**config.mk**
```make
export PLATFORM = sky130hd
export DESIGN_NAME = rd_port_arbiter
export DESIGN_NICKNAME = d
export VERILOG_FILES = /design/src/rtl/rd_port_arbiter.sv
export SDC_FILE = /design/constraint.sdc
export NUM_CORES = 1
export LEC_CHECK = 0
export CORE_AREA = 4 4 46 48
export CTS_CLUSTER_SIZE = 14
export DETAILED_ROUTE_END_ITERATION = 7
export DIE_AREA = 0 0 50 52
export DONT_BUFFER_PORTS = 1
export GPL_TIMING_DRIVEN = 0
export PLACE_DENSITY = 0.78
export SYNTH_ARGS = -nofsm -noshare
export SYNTH_HDL_FRONTEND = slang
export SYNTH_SLANG_ARGS = --single-unit
```
**constraint.sdc**
```tcl
create_clock -name rd_clk -period 3.61 [get_ports rd_clk]
set_input_delay 0.1805 -clock rd_clk [delete_from_list [all_inputs] [get_ports rd_clk]]
set_output_delay 0.1805 -clock rd_clk [all_outputs]
set_load 0.01 [all_outputs]
```
**src/rtl/rd_port_arbiter.sv**
```systemverilog
// Round-robin read-port scheduler for the async FIFO. A grant covers one burst of up to MAX_BURST beats.
// Returned words appear 1 cycle after fifo_rd_en, tagged one-hot to their owner. An empty FIFO stalls the grant with no read.
module rd_port_arbiter #(
   parameter int DATA_SIZE = 8,
   parameter int NUM_REQ   = 4,
   parameter int MAX_BURST = 4
) (
   input  logic                 rd_clk,
   input  logic                 rd_rst_n,
   input  logic [NUM_REQ-1:0]   req,
   input  logic                 fifo_rd_empty,
   input  logic [DATA_SIZE-1:0] fifo_rd_data,
   output logic                 fifo_rd_en,
   output logic [NUM_REQ-1:0]   gnt,
   output logic [NUM_REQ-1:0]   rd_valid,
   output logic [DATA_SIZE-1:0] rd_data_out,
   output logic [3:0]           beat_cnt
);

   localparam int                 IDX_W     = (NUM_REQ > 1) ? $clog2(NUM_REQ) : 1;
   localparam logic [3:0]         BURST_MAX = 4'(MAX_BURST);
   localparam logic [IDX_W-1:0]   LAST_IDX  = IDX_W'(NUM_REQ - 1);
   localparam logic [NUM_REQ-1:0] ONE_HOT0  = NUM_REQ'(1);

   typedef enum logic {
      IDLE  = 1'b0,
      BURST = 1'b1
   } state_t;

   state_t             state;
   state_t             state_nxt;
   logic [IDX_W-1:0]   rr_last;
   logic [IDX_W-1:0]   rr_last_nxt;
   logic [IDX_W-1:0]   winner;
   logic               found;
   int                 scan_idx;
   logic [NUM_REQ-1:0] gnt_nxt;
   logic [3:0]         beat_nxt;
   logic               owner_req;

   // Scan starts just after the previous winner so a held request waits at most NUM_REQ-1 bursts.
   always_comb begin
      winner   = rr_last;
      found    = 1'b0;
      scan_idx = 0;
      for (int i = 1; i <= NUM_REQ; i++) begin
         scan_idx = int'(rr_last) + i;
         if (scan_idx >= NUM_REQ) begin
            scan_idx = scan_idx - NUM_REQ;
         end
         if (!found && req[IDX_W'(scan_idx)]) begin
            winner = IDX_W'(scan_idx);
            found  = 1'b1;
         end
      end
   end

   always_comb begin
      state_nxt   = state;
      gnt_nxt     = gnt;
      rr_last_nxt = rr_last;
      beat_nxt    = beat_cnt;
      fifo_rd_en  = 1'b0;
      owner_req   = |(req & gnt);
      case (state)
         IDLE: begin
            if (found) begin
               gnt_nxt     = ONE_HOT0 << winner;
               rr_last_nxt = winner;
               beat_nxt    = '0;
               state_nxt   = BURST;
            end
         end
         BURST: begin
            fifo_rd_en = rd_rst_n & owner_req & ~fifo_rd_empty & (beat_cnt < BURST_MAX);
            beat_nxt   = beat_cnt + 4'(fifo_rd_en);
            // beat_cnt keeps its final value through IDLE until the next grant clears it.
            if (!owner_req || (beat_nxt == BURST_MAX)) begin
               gnt_nxt   = '0;
               state_nxt = IDLE;
            end
         end
         default: begin
            state_nxt = IDLE;
         end
      endcase
   end

   always_ff @(posedge rd_clk) begin
      if (!rd_rst_n) begin
         state       <= IDLE;
         gnt         <= '0;
         rr_last     <= LAST_IDX;
         beat_cnt    <= '0;
         rd_valid    <= '0;
         rd_data_out <= '0;
      end else begin
         state    <= state_nxt;
         gnt      <= gnt_nxt;
         rr_last  <= rr_last_nxt;
         beat_cnt <= beat_nxt;
         rd_valid <= fifo_rd_en ? gnt : '0;
         if (fifo_rd_en) begin
            rd_data_out <= fifo_rd_data;
         end
      end
   end

endmodule

```
==> summary.md <==
| Metric | Value |
|---|---|
| Die Span Y | between 50 and 60 um |
| Max-cap viol count | 0 |
| Startpoint types | flop |
| Clock sinks | 23 |
| Die W | 50 um |
| Largest stage delay, worst path | ~0.42 ns |
| # port buffers | 0 |
| Worst Tran Pin Value | between 0.4 and 0.5 ns |
| First-pass GRT wire length | about 3700 um |
| Hold Path Origin | rd_rst_n |
| CTS tree | done |
| Initial Utilization | 0.5868 |
| DR iter-0 viols | 24 |
| Vias in the first global route | 850 |
| CTS Root Cell | clkbuf_4 |
| Area after DPL | a little over 1000 sq um |
| DRT Wirelength | 2192 um |
| Leakage | ~0.00041 uW |
| Status | finished clean |
| Clk pwr share | 0.256 |
| Final nets | about 150 |
| CP bufs+invs | 0 |
| Synth Flop Type | dfxtp_1 |
| Sequential share of power | 0.613 |
| Critical R2R Capture | gnt[2] |
| Post-synthesis cell count | 115 |
| Final Hold Fails | 0 |
| Fillers | 135 |
| Worst Setup End Kind | flop |
| Clock latency at the later pin of the worst-skew pair | 0.31 ns |
| Final min period | about 2.6 ns |
| Mapped Nets | roughly 130 |
| FFs w/ async S/R, synth | 0 |
| Unrepaired setup endpoints after global routing | false |
| Post-layout power | approximately 450 uW |
| FMAX | 389.2 MHz |
| Crit-path most repeated cell | ha_1 |
| Worst setup margin | 1.041 ns |
| Area Growth Syn to Fin | 13.86% |
| Setup TNS | 0 ns |
| Post-synthesis register bit count | 23 |
| Routed wire per std cell | 14.42 um |
| CP top delay family | compound AO/OA/AOI/OAI gates |
| Die area | 2600 sq um |
| Share of cells above drive strength 1 | 0.07874 |
| Reg2Reg Launch Point | beat_cnt[3] |
| Pwr dens | 397.5 nW/um^2 |
| Boundary Pins | 36 |
| Pre-CTS WS | about 1.1 ns |
| Post-synth top area share | 0.4594 |
| Critical-path top delay cell | dfxtp_1 |
| Post-CTS Setup Inserts | 0 |
| Core area | 1708 sq um |
| # setup viols final | 0 |
| Mapped Area | 1002 sq um |
| Final worst-path cycle share | 0.7118 |
| Total GRT Usage | 0.1836 |
| Post-synth cell types | 31 |
| Yosys top cell by area | dfxtp_1 |
| RePlAce Congestion | 0.7958 |
| Crit path kind | flop to flop |
| Combinational Power Share | 0.131 |
| Crit path max fanout | 6 |
| Average vias per placed instance | 5.743 |
| Row cnt | 15 |
| Pint | 332.8 uW |
| WHS Path Cells | 2 |
| H-tree level count | 1 |
| Crit path DAT | 2.76 ns |
| Largest net degree at the start of global routing | 14 |
| Synth area leaders | dfxtp_1 46%, nand2_1 9.4%, o21ai_0 6.5% |
| CP Cell Sequence | nor4b_1 > and2_1 > ha_1 > ha_1 > xnor2_1 > a2111oi_2 > o21ai_1 > a31oi_4 > o32ai_1 |
| Remaining DRCs | 0 |
| Initial antenna violation count | 0 |
| EDFF count, synth | 0 |
| Min-delay worst type | input pin to flop |
| Sequential area share after synthesis | 0.4594 |
| Hpwl dp | around 1600 um |
| CTS buffer count | 3 |
| FF-to-FF path depth | 9 |
| Worst-path clk slew | 0.12 ns |
| Grt ovf | 0 |
| Clock Skew | roughly 0.009 ns |
| Slew headroom | 0.6823 |
| CP required | approximately 3.8 ns |
| Syn_area_per_cell | 8.715 sq um |
| Clk buf depth | 2 |
| Vias | just under 900 |
| Post-route cell area | 1141 sq um |
| Psw | 120.7 uW |
| First-pass DRT Iterations | 4 |
| Hold endpoint | gnt[1] |
| Max Transition Viols Final | 0 |
| R2r setup slk | 1.04 ns |
| Antenna diode count | 0 |
| Routed Antenna Nets | 0 |
| Synth Warn # | 0 |
| Peak VDD IR | ~0.24 mV |
| Switching Share | 0.2662 |
synth_stat cells, types with 2 or more instances:
master	n
a21oi_1	3
a22oi_1	4
and2_1	6
clkbuf_1	4
dfxtp_1	23
ha_1	2
inv_1	2
nand2_1	25
nand2b_1	3
nand3_1	3
nor2_1	2
nor2b_1	3
o21ai_0	13
o21ai_1	2
o32ai_1	4
area by class of cell:
type                            count  area, sq um  area share
Multi-Input combinational cell     85        514.2      0.4507
Sequential cell                    23        460.4      0.4035
Timing Repair Buffer                8        80.08     0.07018
Tap cell                           25        31.28     0.02741
Clock buffer                        3        22.52     0.01974
Buffer                              5        20.02     0.01754
Inverter                            2        7.507    0.006579
Clock inverter                      1        5.005    0.004386
stage by stage:
| step | cells | util | hold WS (ns) |
|---|---|---|---|
| final | 152 | 0.6681 | 0.1045 |
| after global routing | 152 | 0.6681 | 0.1126 |
| after CTS | 152 | 0.6681 | 0.09364 |
| after detailed placement | 140 | 0.6051 | 0.2978 |
| after global placement | 140 | 0.6051 | 0.2915 |
| after floorplan | 115 | - | 0.2891 |
layout by cell type, fill, tap and decap left out:
master	Yosys	final
dfxtp_1	23	23
a22oi_1	4	4
nand2b_1	3	3
nand3_1	3	3
and2b_1	1	1
a21boi_0	1	1
and2_1	6	6
o21ai_1	2	2
buf_2	1	1
nor2b_1	3	3
nor3b_1	1	1
inv_1	2	2
or2_2	1	1
clkbuf_4	0	3
o21ai_0	13	13
xnor2_1	1	1
a31oi_1	1	1
o211ai_1	1	1
nand2_1	25	25
dlygate4sd3_1	0	8
nor2_1	2	2
a2111oi_2	1	1
a41o_2	1	1
o21a_1	1	1
a21oi_1	3	3
clkinv_2	0	1
o32ai_1	4	4
a221oi_2	1	1
nor4b_1	1	1
clkbuf_1	4	4
nor4_1	1	1
and3_1	1	1
a31oi_4	1	1
ha_1	2	2
logic make-up (layout without fill, tap and decap cells):
| family | count (synthesis) | in the layout | share of synthesized area |
|---|---|---|---|
| AO/OA/AOI/OAI | 34 | 34 | 0.2459 |
| XOR/XNOR | 1 | 1 | 0.008741 |
| adder cells (fa/ha/maj) | 2 | 2 | 0.02496 |
| buffers and inverters | 7 | 19 | 0.02746 |
| flip-flops | 23 | 23 | 0.4594 |
| AND/OR/NAND/NOR | 48 | 48 | 0.2335 |
worst max path at each step:
stage	startpoint	to	slack, ns	depth (start not counted)
2_1_floorplan	gnt[1]	gnt[3]	1.33	10
3_3_place_gp	gnt[0]	gnt[3]	1.17	10
3_5_place_dp	gnt[0]	gnt[3]	1.09	10
4_1_cts	beat_cnt[3]	gnt[2]	1.06	9
5_1_grt	beat_cnt[3]	gnt[0]	0.76	9
6_report	beat_cnt[3]	gnt[2]	1.04	9
flip-flops by register name (all words and copies together), names as in the netlist:
name and count:
beat_cnt 4, gnt 4, rd_data_out 8, rd_valid 4, rr_last 2, state 1
power by group through the flow:
stage	combinational, uW	sequential (uW)	clock [uW]
3_3_place_gp	50.2	283	0
2_1_floorplan	43.1	281	0
3_5_place_dp	52.1	284	0
4_1_cts	59.2	278	119
5_1_grt	67.5	280	126
6_report	59.3	278	116
what timing repair did:
action | 4_1_cts | 5_1_grt
endpoints found under the hold margin | 8 | 0
setup endpoints to repair | 0 | 0
hold buffers | 8 | 0
resized for setup | 0 | 0
routing by layer:
layer  vias to the layer above  track usage  part of all wire
met5                         -            0                 0
met4                         0      0.04147             0.014
met2                        42       0.3391              0.50
met1                       394       0.1979              0.40
met3                         4      0.06590             0.086
li1                        433            -                 -
Power figures use the tool's default switching activity.
